--- src/rtl/mac_sequencer.sv ---
// Sequencer for the shared 8x8 multiply / 16-bit accumulate datapath: fetch, multiply, accumulate, report.
// Optional build macro SATURATE_EN: the result clamps to all-ones on carry-out instead of wrapping.
module mac_sequencer #(
  parameter int DATA_W  = 8,
  parameter int ACC_W   = 16,
  parameter int MAX_LEN = 4,
  parameter int ADDR_W  = 2
) (
  input  logic              clk,
  input  logic              rst,
  input  logic              start,
  input  logic [ADDR_W:0]   len,
  input  logic              abort,
  output logic              rd_en,
  output logic [ADDR_W-1:0] rd_addr,
  input  logic [DATA_W-1:0] rd_a,
  input  logic [DATA_W-1:0] rd_b,
  output logic              busy,
  output logic              done,
  output logic [ACC_W-1:0]  result,
  output logic              overflow,
  output logic              err
);

  typedef enum logic [1:0] {S_IDLE, S_FETCH, S_DRAIN, S_DONE} state_t;

  localparam logic [ADDR_W:0] MAX_LEN_L = (ADDR_W+1)'(MAX_LEN);

  state_t                state_q, state_d;
  logic [ADDR_W:0]       len_q, len_d;
  logic [ADDR_W-1:0]     addr_q, addr_d;
  logic                  drain_q, drain_d;
  logic                  vld1_q, vld1_d;   // operands on rd_a/rd_b this cycle
  logic                  vld2_q, vld2_d;   // prod_q holds an element this cycle
  logic [2*DATA_W-1:0]   prod_q, prod_d;
  logic [ACC_W-1:0]      result_q, result_d;
  logic                  overflow_q, overflow_d;
  logic                  err_q, err_d;
  logic [ACC_W:0]        sum;

  // NOTE: every variable gets its default before any branch so the block never infers a latch.
  always_comb begin
    state_d    = state_q;
    len_d      = len_q;
    addr_d     = addr_q;
    drain_d    = drain_q;
    vld1_d     = 1'b0;
    vld2_d     = vld1_q;
    prod_d     = prod_q;
    result_d   = result_q;
    overflow_d = overflow_q;
    err_d      = 1'b0;

    sum = {1'b0, result_q} + (ACC_W+1)'(prod_q);
    if (vld2_q) begin
      result_d   = sum[ACC_W-1:0];
      overflow_d = overflow_q | sum[ACC_W];
`ifdef SATURATE_EN
      if (overflow_d) result_d = '1;
`endif
    end
    if (vld1_q) prod_d = (2*DATA_W)'(rd_a) * (2*DATA_W)'(rd_b);

    unique case (state_q)
      S_IDLE: begin
        if (start) begin
          if (len != '0 && len <= MAX_LEN_L) begin
            state_d    = S_FETCH;
            len_d      = len;
            addr_d     = '0;
            result_d   = '0;
            overflow_d = 1'b0;
            prod_d     = '0;
          end else begin
            err_d = 1'b1;
          end
        end
      end
      S_FETCH: begin
        vld1_d = 1'b1;
        if (addr_q == ADDR_W'(len_q - 1'b1)) begin
          state_d = S_DRAIN;
          drain_d = 1'b0;
        end else begin
          addr_d = addr_q + 1'b1;
        end
      end
      S_DRAIN: begin
        if (drain_q) state_d = S_DONE;
        else         drain_d = 1'b1;
      end
      S_DONE:  state_d = S_IDLE;
      default: state_d = S_IDLE;
    endcase

    // Abort wins over everything in flight, but leaves an idle block untouched.
    if (abort && state_q != S_IDLE) begin
      state_d    = S_IDLE;
      vld1_d     = 1'b0;
      vld2_d     = 1'b0;
      result_d   = '0;
      overflow_d = 1'b0;
    end
  end

  // NOTE: state registers use non-blocking assignments so every flop samples pre-edge values.
  always_ff @(posedge clk) begin
    if (rst) begin
      state_q    <= S_IDLE;
      len_q      <= '0;
      addr_q     <= '0;
      drain_q    <= 1'b0;
      vld1_q     <= 1'b0;
      vld2_q     <= 1'b0;
      prod_q     <= '0;
      result_q   <= '0;
      overflow_q <= 1'b0;
      err_q      <= 1'b0;
    end else begin
      state_q    <= state_d;
      len_q      <= len_d;
      addr_q     <= addr_d;
      drain_q    <= drain_d;
      vld1_q     <= vld1_d;
      vld2_q     <= vld2_d;
      prod_q     <= prod_d;
      result_q   <= result_d;
      overflow_q <= overflow_d;
      err_q      <= err_d;
    end
  end

  assign rd_en    = (state_q == S_FETCH) && !abort;
  assign rd_addr  = addr_q;
  assign busy     = (state_q != S_IDLE);
  assign done     = (state_q == S_DONE) && !abort;
  assign result   = result_q;
  assign overflow = overflow_q;
  assign err      = err_q;

endmodule

--- config.mk ---
export PLATFORM = sky130hd
export DESIGN_NAME = mac_sequencer
export DESIGN_NICKNAME = d
export VERILOG_FILES = /design/src/rtl/mac_sequencer.sv
export SDC_FILE = /design/constraint.sdc
export NUM_CORES = 1
export LEC_CHECK = 0
export ABC_AREA = 1
export BUFFER_PORTS_ARGS = -buffer_cell sky130_fd_sc_hd__buf_4
export CORE_MARGIN = 3
export CORE_UTILIZATION = 56
export DETAILED_ROUTE_END_ITERATION = 12
export PLACE_DENSITY = 0.79
export SLEW_MARGIN = 20
export SYNTH_ARGS = -nofsm -noshare
export SYNTH_HDL_FRONTEND = slang
export SYNTH_SLANG_ARGS = --single-unit
--- constraint.sdc ---
create_clock -name clk -period 4.1 [get_ports clk]
set_input_delay 0.205 -clock clk [delete_from_list [all_inputs] [get_ports clk]]
set_output_delay 0.205 -clock clk [all_outputs]
set_load 0.01 [all_outputs]
==> metrics <==
status=finished clean; Buf/Inv on CP=5; first drt pass iteration count=4; register share of total power=between 20% and 30%; critical path, cell by cell=buf_4 > nand2_1 > inv_1 > fa_1 > fa_1 > fa_1 > inv_1 > fa_1 > inv_1 > ha_1 > nand2_1 > nor2_1 > nand3_1 > nand3_1 > nor2_1 > o21ai_0 > inv_1; Yosys reg bits=43; Sink Count=43; WL final=10.7 mm; Inserted Clock Buffers=5; synthesized instance count=801; post-synth net total=917; R2R depth=11; Worst Clk Skew=0.0152 ns; Post-DP HPWL=9.03 mm; drt via density=5.01; Setup WS post-layout=~0.46 ns; synthesized area per cell=6.40 sq um; CP max stage cell=fa_1; Die Wd=102 microns; GR Overflow Total=0; vias in the first global route=4604; combinational share of power=60.6%; CP endpoint kind=flop; Synth Area in Simple Gates=31.2%; Worst Path Max Fanout=8; All-Layer GR Usage=22.6%; Place WS=between 0.15 and 0.2 ns; crit path to=prod_q[12]$_SDFF_PP0_; commonest non-fill, non-tap cell in the layout=nand2_1; CTS H-tree depth=2; YS warnings=0; sw frac=46.7%; Final Hold Vio Count=0; design area=5600 sq um; die height=102 microns; routed wl met3=357 microns; power per cell area=383 nW/um^2; net switching power=1.00 mW; cell count after placement=931; share of Yosys cell area claimed by the top area cell type=16.8%; Starting Density=58.2%; Post-CTS Hold Buffers=0; Leak=3.41 nW; startpoint class of the critical path=input pin; n_diodes=0; Root Buffer=clkbuf_8; # DRC=0; max_cap viols=0; met2 WL=5.40 mm; reg2reg start=result[0]$_SDFF_PP0_; Critical Setup Path Class=in2reg; Post-Synth XOR/XNOR Area=1.86%; Non-Filler Instances=938; post-route antenna net violation count=0; CTS Buffer Depth=2; Area after DPL=between 5000 and 6000 sq um; most frequent cells in the layout=nand2_1 (227), inv_1 (195), nor2_1 (80), ha_1 (56); area of the mapped netlist=5120 sq um; worst hold start=rst; fmax=275 MHz; Boundary Pins=46; initial antenna violation count=0; Worst path max stage delay=0.54 ns; CTS tree=done; nets@finish=946; Cell variety after synth=33; mux cell area share after synthesis=0%; Tmin final=3.64 ns; Worst-Skew Late Latency=approximately 0.30 ns; largest net degree at the start of global routing=33; hold crit path type=in2reg; Die ar.=10300 sq um; metal1 wirelength=between 4 and 5 mm; routed len/inst=11.4 microns; Critical Path Source=rd_a[1]; IO Port Bufs=between 40 and 50; DR iter-0 viols=roughly 160; DR top layer=met4; Worst path depth=17; clock share of power=15.1%; Via Count=4702; post-synthesis compound-gate area fraction=5.47%; register area share after synthesis=between 10% and 20%; design internal power=1.14 mW; Synth area leaders=dfxtp_1 (17%), nand2_1 (17%), fa_1 (14%), inv_1 (14%), ha_1 (14%); largest family of logic cells by synthesized area=simple AND/OR/NAND/NOR gates; total negative setup slack=0 ns; Least-Margin Pin Slew=1.02 ns; Worst-path clk slew=0.09 ns; core area=8810 sq um; FF/Latch Area=roughly 860 sq um; setup slack, reg-to-reg=approximately 2.2 ns; first-pass GRT wire length=approximately 19 mm; Pins Over Slew Limit=0; reg-to-reg endpoint=result[8]$_SDFF_PP0_; GPL Wtd Cong=0.878; Adder-Cell Fraction of Synth Area=approximately 28%; final critical-path share of the clock period=88.7%; Slew headroom=roughly a third; final core occ=63.6%; RSZ-0062 raised after global routing=false; area of the multi-input gates=3410 sq um; Final setup viols=0; family with the most delay on the worst path=adder cells; layout cell share with drive strength beyond 1=8.67%; post-cts sizing count=0; crit path DAT=3.84 ns; Layout fillers=~840; leading area contributor after synthesis=dfxtp_1; Worst Path Required=4.30 ns; postcts setup bufs=0; Max IR drop VDD=0.228 mV; Synth-to-Final Area Change=9.40%; # rows=34
## registers in the layout (all words and copies together) (netlist names)
name	cells
state_q	2
vld1_q	1
len_q	2
vld2_q	1
err	1
prod_q	16
result	16
rd_addr	2
drain_q	1
overflow	1
## how the worst min path moves through the flow
| stage | cells past startpoint | endpoint |
|---|---|---|
| floorplan | 1 | drain_q$_SDFFE_PP0P_ |
| global placement | 2 | len_q[1]$_SDFFE_PP0P_ |
| detailed placement | 2 | overflow$_SDFF_PP0_ |
| CTS | 2 | len_q[1]$_SDFFE_PP0P_ |
| global route | 2 | len_q[1]$_SDFFE_PP0P_ |
| finish | 2 | len_q[1]$_SDFFE_PP0P_ |
## area by class of cell
| cell class | count | area share [%] |
|---|---|---|
| clock buffers | 6 | 1.29 |
| clock inverters | 1 | 0.536 |
| inverters | 199 | 13.3 |
| multi-input cells | 535 | 60.9 |
| flip-flops and latches | 43 | 15.4 |
| well taps | 108 | 2.41 |
| repair buffers | 46 | 6.16 |
## routing by layer
metal  global-route usage [%]  vias up
met5                        0        -
met4                     6.03        0
met3                     2.27       18
met2                     40.9      102
met1                     28.6     2157
li1                         -     2425
## synth_stat cells
library cell  count
o22ai_1           1
nor3_2            2
ha_1             56
dfxtp_1          43
fa_1             37
a21oi_4           1
a21oi_1          25
clkbuf_1         19
or2_2             2
o211ai_1          3
nor2_1           80
nand3b_1          2
nor2_2            7
nor3_1            7
a21o_1            1
buf_2             3
a211oi_1          3
o21ai_0          13
inv_1           195
nor2_8            1
nand2_1         227
xnor2_1           6
nand2_2           1
nand3_1          46
inv_2             4
buf_1             1
xor2_1            3
and2_1            2
nand4_1           5
buf_6             1
o21bai_1          2
nand3_4           1
xnor2_2           1
## power by group through the flow
stage,registers (mW),clock network (mW),logic [mW]
after global routing,0.529,0.347,1.51
final,0.522,0.325,1.30
after floorplan,0.520,0,1.02
after CTS,0.522,0.329,1.30
after global placement,0.528,0,1.26
after detailed placement,0.531,0,1.29
## cells by family after synthesis
family          count (synthesis)
simple gates                  383
compound gates                 49
fa+ha+maj                      93
xor+xnor                       10
flops                          43
buf+inv                       223
## through the flow
stage / total power [mW] / hold slack (ns)
after floorplan: 1.54 / 0.274
after global placement: 1.78 / 0.441
after detailed placement: 1.82 / 0.445
after CTS: 2.15 / 0.123
after global routing: 2.39 / 0.117
final: 2.15 / 0.129
## worst register-to-register path, delay by kind of cell (launching register included)
family,cells,cell delay [ns]
adder cells (fa/ha/maj),2,0.64
buffers and inverters,1,0.04
AND/OR/NAND/NOR,8,0.77
flip-flops,1,0.34
Power figures use the tool's default switching activity.
